## src/rtl/uart_pkg.sv

```systemverilog
// uart_pkg: shared state encoding, line levels and DATA_BITS limits for the UART transmitter
package uart_pkg;
  typedef enum logic [2:0] {
    IDLE,
    START,
    DATA,
    PARITY,
    STOP
  } uart_tx_state_t;
  localparam logic UART_START = 1'b0;
  localparam logic UART_STOP = 1'b1;
  localparam int UART_DATA_BITS_MIN = 5;
  localparam int UART_DATA_BITS_MAX = 9;
  localparam int UART_BIT_CNT_W = $clog2(UART_DATA_BITS_MAX + 1);
endpackage

```

## src/rtl/uart_baud_gen.sv

```systemverilog
// uart_baud_gen: bit-period counter; tick marks the last clock of a bit, pre_tick says the next clock is a tick
module uart_baud_gen #(
  parameter int DIV_W = 16
) (
  input  logic             clk,
  input  logic             reset,
  input  logic             load,
  input  logic [DIV_W-1:0] div,
  output logic             tick,
  output logic             pre_tick
);
  logic [DIV_W-1:0] cnt;
  logic [DIV_W-1:0] last;
  assign tick = cnt >= last;
  assign pre_tick = last == '0 || cnt == last - 1'b1;
  // latch the terminal count on load (divisor 0 acts as 1) and restart the count on every bit boundary
  always_ff @(posedge clk or posedge reset) begin
    if (reset) begin
      cnt <= '0;
      last <= '0;
    end else begin
      cnt <= load || tick ? '0 : cnt + 1'b1;
      if (load) last <= div == '0 ? '0 : div - 1'b1;
    end
  end
endmodule

```

## src/rtl/uart_tx_frame.sv

```systemverilog
// uart_tx_frame: parametrised UART transmitter; define UART_TX_PARITY_EN to build the parity bit
module uart_tx_frame
  import uart_pkg::*;
#(
  parameter int DATA_BITS = 8,
  parameter int DIV_W = 16
) (
  input  logic                 clk,
  input  logic                 reset,
  input  logic [DATA_BITS-1:0] s_data,
  input  logic                 s_valid,
  output logic                 s_ready,
  input  logic [DIV_W-1:0]     baud_div,
  input  logic                 stop2,
  input  logic                 parity_en,
  input  logic                 parity_odd,
  output logic                 tx,
  output logic                 busy,
  output logic                 frame_done
);
  localparam int BC_W = UART_BIT_CNT_W;
  uart_tx_state_t state, st_n;
  logic [DATA_BITS-1:0] shreg, shreg_n;
  logic [BC_W-1:0] bit_cnt, bit_cnt_n;
  logic stop_idx, stop_idx_n, stop2_q;
  logic xfer, tick, pre_tick, last_n, tx_n, par_go, par_lvl;
  assign xfer = s_valid & s_ready;
  uart_baud_gen #(.DIV_W(DIV_W)) u_baud (
    .clk(clk),
    .reset(reset),
    .load(xfer),
    .div(baud_div),
    .tick(tick),
    .pre_tick(pre_tick)
  );
`ifdef UART_TX_PARITY_EN
  logic par_en_q, par_q;
  assign par_go = par_en_q;
  assign par_lvl = par_q;
  // capture parity mode and the parity of the word at transfer time
  always_ff @(posedge clk or posedge reset) begin
    if (reset) begin
      par_en_q <= 1'b0;
      par_q <= 1'b0;
    end else if (xfer) begin
      par_en_q <= parity_en;
      par_q <= ^s_data ^ parity_odd;
    end
  end
`else
  logic unused_parity_cfg;
  assign unused_parity_cfg = parity_en ^ parity_odd;
  assign par_go = 1'b0;
  assign par_lvl = UART_STOP;
`endif
  // next state plus the values the registered outputs take in the next clock
  always_comb begin
    st_n = state;
    case (state)
      IDLE: st_n = xfer ? START : IDLE;
      START: st_n = tick ? DATA : START;
      DATA: if (tick && bit_cnt == BC_W'(DATA_BITS - 1)) st_n = par_go ? PARITY : STOP;
`ifdef UART_TX_PARITY_EN
      PARITY: st_n = tick ? STOP : PARITY;
`endif
      STOP: if (tick && stop_idx == stop2_q) st_n = xfer ? START : IDLE;
      default: st_n = IDLE;
    endcase
    shreg_n = xfer ? s_data : state == DATA && tick ? shreg >> 1 : shreg;
    bit_cnt_n = state != DATA ? '0 : tick ? bit_cnt + 1'b1 : bit_cnt;
    stop_idx_n = st_n != STOP ? 1'b0 : state == STOP && tick ? 1'b1 : stop_idx;
    last_n = st_n == STOP && stop_idx_n == stop2_q && pre_tick;
    tx_n = st_n == START ? UART_START : st_n == DATA ? shreg_n[0] : st_n == PARITY ? par_lvl : UART_STOP;
  end
  // frame sequencer with registered pad and handshake outputs
  always_ff @(posedge clk or posedge reset) begin
    if (reset) begin
      state <= IDLE;
      shreg <= '0;
      bit_cnt <= '0;
      stop_idx <= 1'b0;
      stop2_q <= 1'b0;
      tx <= UART_STOP;
      busy <= 1'b0;
      s_ready <= 1'b1;
      frame_done <= 1'b0;
    end else begin
      state <= st_n;
      shreg <= shreg_n;
      bit_cnt <= bit_cnt_n;
      stop_idx <= stop_idx_n;
      if (xfer) stop2_q <= stop2;
      tx <= tx_n;
      busy <= st_n != IDLE;
      s_ready <= st_n == IDLE || last_n;
      frame_done <= last_n;
    end
  end
endmodule

```

## config.mk

```make
export PLATFORM = sky130hd
export DESIGN_NAME = uart_tx_frame
export DESIGN_NICKNAME = d
export VERILOG_FILES = /design/src/rtl/uart_pkg.sv /design/src/rtl/uart_baud_gen.sv /design/src/rtl/uart_tx_frame.sv
export SDC_FILE = /design/constraint.sdc
export NUM_CORES = 1
export LEC_CHECK = 0
export CAP_MARGIN = 20
export CORE_ASPECT_RATIO = 1.75
export CORE_MARGIN = 2
export CORE_UTILIZATION = 36
export CTS_CLUSTER_DIAMETER = 150
export CTS_CLUSTER_SIZE = 25
export DETAILED_ROUTE_END_ITERATION = 12
export DONT_BUFFER_PORTS = 1
export PLACE_DENSITY = 0.58
export SLEW_MARGIN = 20
export SYNTH_ARGS = -nofsm -noshare
export SYNTH_HDL_FRONTEND = slang
export SYNTH_SLANG_ARGS = --single-unit
export TNS_END_PERCENT = 1
```

## constraint.sdc

```tcl
create_clock -name clk -period 5.3 [get_ports clk]
set_clock_uncertainty 0.05 [all_clocks]
set_input_delay 1.06 -clock clk [delete_from_list [all_inputs] [get_ports clk]]
set_output_delay 1.06 -clock clk [all_outputs]
set_load 0.02 [all_outputs]
```

==> results of run 1 <==
worst max-delay path by stage:
stage,endpoint,cells past startpoint
2_1_floorplan,u_baud.last[15],8
5_1_grt,s_ready,9
4_1_cts,s_ready,9
6_report,s_ready,9
3_3_place_gp,u_baud.last[12],7
3_5_place_dp,u_baud.last[5],7
power by group through the flow:
stage	clock network [mW]	registers (mW)	logic (mW)
after floorplan	0	0.552	0.288
final	0.315	0.587	0.318
after CTS	0.325	0.589	0.324
after detailed placement	0	0.597	0.322
after global placement	0	0.594	0.308
after global routing	0.343	0.602	0.370
per-stage QoR:
stage	hold WS [ns]	total power, mW
floorplan	0.4237	0.8401
global placement	0.4544	0.9023
detailed placement	0.4548	0.9188
CTS	0.4640	1.238
global route	0.5020	1.315
finish	0.4677	1.220
worst max-delay path, delay by kind of cell (launching register included):
family,cells,cell delay (ns)
and+or+nand+nor,2,1.29
muxes,2,0.33
adders and majority gates,1,0.23
AOI/OAI and AO/OA,3,0.61
buffers and inverters,1,0.12
DFF,1,0.45
logic make-up (layout without fill, tap and decap cells):
group           after synthesis  count (layout)
mux                          11              11
xor+xnor                     43              43
compound gates               82              82
simple gates                161             161
flops                        53              53
buf+inv                      41              34
fa+ha+maj                    20              20
layout make-up:
cell class / count / area share
inverter: 24 / 0.02386
sequential: 53 / 0.3520
multi-input combinational: 317 / 0.5396
clock buffer: 6 / 0.03414
tap: 122 / 0.04044
timing repair buffer: 2 / 0.007292
clock inverter: 2 / 0.002652
layout by cell type (no fill, tap or decap), types with 15 or more instances in the layout:
cell type,count
dfrtp_1,51
nor2_1,50
nand2_1,44
o21ai_0,23
a21oi_1,23
inv_1,23
xnor2_1,22
xor2_1,21
ha_1,20
nand3_1,15
state kept, by name (all words and copies together), names as in the netlist:
signal	flops
bit_cnt	4
busy	1
frame_done	1
s_ready	1
shreg	8
state	3
stop2_q	1
stop_idx	1
tx	1
u_baud.cnt	16
u_baud.last	16
per-layer routing:
metal  track usage  up-vias  part of all wire
met4       0.06530        0             0.021
met1        0.1631     1411              0.39
met2        0.3010       29              0.57
met5             0        -                 0
met3       0.02273        8             0.018
li1              -     1415                 -
==> reports/metrics.cfg, run 1 <==
[grt]
grt_overflow=0
grt_pass1_vias=2839
antenna_found_initial=0
grt_pass1_wl_mm=13.08
track_usage=0.1558
grt_max_degree=40

[yosys]
yosysSeqAreaShare=0.3774
synth_edf_count=0
yosysWarnings=0
syn_inst=411
async_flop_share=1.000
muxShareOfSynthArea=0.03163
synth_compound_area_frac=0.1446
synth-simple-area-share=0.2242
synth_cell_type_count=55
yosysTopAreaCellShare=0.3625
syn_nets=461
synth_top_family_by_area=simple AND/OR/NAND/NOR gates
ys.flop_type=dfrtp_1
synth-xor-area-share=0.1070
syn_area_per_cell_um2=8.567
synth.area.top_cells=dfrtp_1 (36%), ha_1 (7.1%), xnor2_1 (5.5%)
synth_top_area_cell=dfrtp_1
ys_ff_latch=53
synth_common_cells=dfrtp_1 (51), nor2_1 (50), nand2_1 (44)
netlist_area_um2=3521
synth_adder_area_share=0.07107
yosysMostFrequentCell=dfrtp_1

[floorplanning]
die_w_um=78.76
die_area_um2=10620
start_util=0.3719
io_pins=34
design.core.area_um2=9468
rows=47
die_h_um=134.8

[pwr]
comb_power_share=0.261
cellPowerDensity_nw_per_um2=323.2
clkPwrFrac=0.258
seqPwrFrac=0.481
leakagePower_nw=1.584
power.internal_mw=0.8159
switchingPower_mw=0.4040
p_sw_frac=0.3312
ir_drop_v=0.0001435

[worst_setup_path]
worst_r2r_path_depth=9
required_ns=5.47
critPathMostFrequentCell=mux2i_1
endpoint_kind=flip-flop
cp-startpoint=u_baud.last[1]
r2r-end=s_ready
crit_type=reg2reg
reg2reg_slack_ns=2.17
r2r_start=u_baud.last[1]
worstPathArrival_ns=3.31
startpoint_type=flip-flop
cp_slowest_cell=nor3b_1
critPathMaxFanout=7
path_cells=inv_1 > ha_1 > nor3b_1 > nor4b_2 > mux2i_1 > mux2i_1 > a221oi_1 > a31oi_1 > o21ai_1
cpPeakStageDelay_ns=0.76

[timing]
tightest_slew_ns=0.8982
setup_viol=0
fin_ws_ns=2.167
slew_headroom=0.3999
rsz0062_at_grt=no
min_period_ns=3.133
fin_crit_sh=0.5912
fmax_mhz=319.2
drv_slew=0
hold_viol_final=0
tns_ns=0

[route]
vias=2863
drt-pass1-iter-count=4
routed_via_density=5.443
wl_mm=7.706
wire_per_inst_um=14.65
drtIter0Drc=148
ant_nets=0
drc_errors=0

[placement]
place_hpwl_mm=5.997
placed_area_um2=3636
numPortBuffers=0
pre_cts_slack_ns=2.079
dp_cells=518
gp_congestion=0.8537

[cells_and_area]
drive_gt1_frac=0.04950
fillCellCount=965
design_area_um2=3775
diodes=0
ff_latch_area_um2=1329
areaGrowthSynthToFinish_pct=7.214
nNetsFinal=453
stdcell_count=526
fin_util=0.3987
multi_input_area_um2=2037

[worst_hold_path]
hold_path_end=u_baud.cnt[0]
hold_path_class=reg2reg
hp-start=u_baud.cnt[0]
hold_path_depth=1

[clock_tree]
clock_latency_ns=0.29
cts_buffers=5
cts_setup_buffers=0
cts_tree=done
cts_buffer_depth=2
cts_hold_buf=0
cts_root_buf=clkbuf_16
clk_pin_slew_ns=0.07
cts_resized=0
ctsHtreeMaxLevel=2
clock-sinks=53

[run]
cap_violations=0

[status]
status=finished clean

No activity file was read; power rests on OpenSTA's default activity.
==> run 2, diff against run 1 <==
clock period = 2.95 ns   (was 5.3 ns; I/O delays follow)
==> run 2 against run 1 <==
  * Clock-buffer cell count is the same
  * Highest routed layer unchanged
  * First-iteration DRC count shrank 43%
  * Wire length grew 6.4%
  * Critical path type unchanged
  * Clock power grew 110%
==> reports/metrics.cfg, run 2 (same netlist as run 1, synthesis figures left out) <==
[status]
status=finished clean

[timing]
rsz0062_at_grt=no
hold_viol_final=0  ; unchanged
tightest_slew_ns=0.6120  ; -0.2862 ns
fin_crit_sh=0.9184  ; +0.3272
slew_headroom=0.5856  ; +0.1857
min_period_ns=2.709  ; -0.4240 ns
fmax_mhz=369.1  ; +16%
tns_ns=0  ; unchanged
drv_slew=0  ; unchanged
setup_viol=0  ; unchanged
holdWs_ns=0.1491  ; -0.3186 ns

[clock_tree]
cts_root_buf=clkbuf_16
clock_latency_ns=0.29  ; about the same
clock-sinks=53  ; unchanged
cts_resized=0  ; unchanged
cts_buffers=5  ; unchanged
clk_pin_slew_ns=0.07  ; about the same
cts_hold_buf=0  ; unchanged
cts_tree=done
cts_buffer_depth=2  ; unchanged
cts_setup_buffers=0  ; unchanged
ctsHtreeMaxLevel=2  ; unchanged

[grt]
met3_usage=0.02072  ; -0.002005
antenna_found_initial=0  ; unchanged
grt_max_degree=32  ; -20%
grtUsageMet1=0.1711  ; +0.007967
grt_pass1_vias=3001  ; +5.7%
grt_overflow=0  ; unchanged
track_usage=0.1655  ; +0.009717
grt_pass1_wl_mm=13.80  ; +5.5%
met2_usage=0.3196  ; +0.01852
grt_busiest_layer=met2

[floorplanning]
die_h_um=134.8  ; unchanged
die_w_um=78.76  ; unchanged
start_util=0.3719  ; unchanged
design.core.area_um2=9468  ; unchanged
io_pins=34  ; unchanged
rows=47  ; unchanged
die_area_um2=10620  ; unchanged

[worst_hold_path]
hold_path_class=in2async

[pwr]
clkPwrFrac=0.281  ; +0.023
power.internal_mw=1.600  ; +96%
comb_power_share=0.292  ; +0.031
switchingPower_mw=0.7530  ; +86%
cellPowerDensity_nw_per_um2=598.8  ; +85%
ir_drop_v=0.0002938  ; +100%
seqPwrFrac=0.427  ; -0.054
finalPower_mw=2.353  ; +93%
p_sw_frac=0.3200  ; -0.01122
leakagePower_nw=1.687  ; +6.5%

[cells_and_area]
areaGrowthSynthToFinish_pct=11.62
final_cell_mix=dfrtp_1 (51), nor2_1 (50), nand2_1 (44)
diodes=0  ; unchanged
fillCellCount=953  ; -1.2%
final_common_cell=dfrtp_1
nNetsFinal=472  ; +4.2%
top_regs=u_baud.cnt (16), u_baud.last (16), shreg (8)
drive_gt1_frac=0.09220  ; +0.04269

[worst_setup_path]
crit_type=reg2reg
startpoint_type=flip-flop
cpPeakStageDelay_ns=0.67  ; -0.09 ns
critPathMostFrequentCell=mux2i_1
cp_top_family=simple AND/OR/NAND/NOR gates
required_ns=3.12  ; -2.35 ns
cp-startpoint=u_baud.last[5]
critPathMaxFanout=7  ; unchanged
crit_buf_inv=0  ; -1
r2r_start=u_baud.last[5]
cp_slowest_cell=or4_1
worstPathArrival_ns=2.88  ; -0.43 ns
endpoint_kind=flip-flop
path_cells=or4_1 > nor4b_2 > mux2i_1 > mux2i_1 > a221oi_1 > a31oi_1 > o21ai_1

[route]
drtIter0Drc=84  ; -43%
drc_errors=0  ; unchanged
vias=2920  ; +2.0%
routed_via_density=5.358  ; -1.6%
wl_mm=8.202  ; +6.4%
drt-pass1-iter-count=4  ; unchanged
wire_per_inst_um=15.05  ; +2.7%
ant_nets=0  ; unchanged

[placement]
gp_congestion=0.8730  ; +2.3%
numPortBuffers=0  ; unchanged
place_hpwl_mm=6.550  ; +9.2%

[run]
cap_violations=0  ; unchanged

[run 2: changes by cell type in the layout (fill, tap and decap cells not counted)]
cell       before  now
buf_4           1   21
buf_12          1    0
bufinv_16       0    1
clkinv_2        2    1
[run 2: per-stage QoR]
stage	instance area, um^2	worst slack [ns]	cells	utilization
after floorplan	3521	0.4049	411	-
final	3930	0.2407	545	0.4151
after detailed placement	3766	0.2388	537	0.3978
after global placement	3766	0.2616	537	0.3978
after global routing	3930	0.03241	545	0.4151
after CTS	3930	0.2164	545	0.4151
[run 2: metal layers]
layer  vias up  share of wire
li1       1455              -
met1      1401           0.38
met2        46           0.57
met3        18          0.021
met4         0          0.033
met5         -              0
[run 2: area by class of cell]
class	instances	area, um^2	share of cell area
clock inverter	2	35.03	0.008914
tap	122	152.6	0.03884
timing repair buffer	21	157.7	0.04011
clock buffer	6	128.9	0.03279
multi-input combinational	317	2037	0.5183
sequential	53	1329	0.3381
inverter	24	90.09	0.02292
[run 2: worst paths after layout]
check / cells after the start / end / slack (ns)
max reg2reg: 7 / s_ready / 0.24
min reg2reg: 1 / u_baud.cnt[0] / 0.47
min in group clk: 1 / u_baud.last[0] / 0.36
min: 1 / u_baud.last[11] / 0.15
max in group asynchronous: 2 / tx / 1.89
max: 7 / s_ready / 0.24
[run 2: worst register-to-register path, stage by stage, from the launching register on]
cell,delay [ns]
dfrtp_1,0.47
or4_1,0.67
nor4b_2,0.47
mux2i_1,0.23
mux2i_1,0.09
a221oi_1,0.32
a31oi_1,0.17
o21ai_1,0.17
[run 2: power by group through the flow]
| stage | Clock (mW) | Combinational (mW) | Sequential, mW |
|---|---|---|---|
| floorplan | 0 | 0.517 | 0.992 |
| global placement | 0 | 0.664 | 1.02 |
| detailed placement | 0 | 0.695 | 1.02 |
| CTS | 0.673 | 0.700 | 1.01 |
| global route | 0.705 | 0.797 | 1.02 |
| finish | 0.661 | 0.686 | 1.01 |
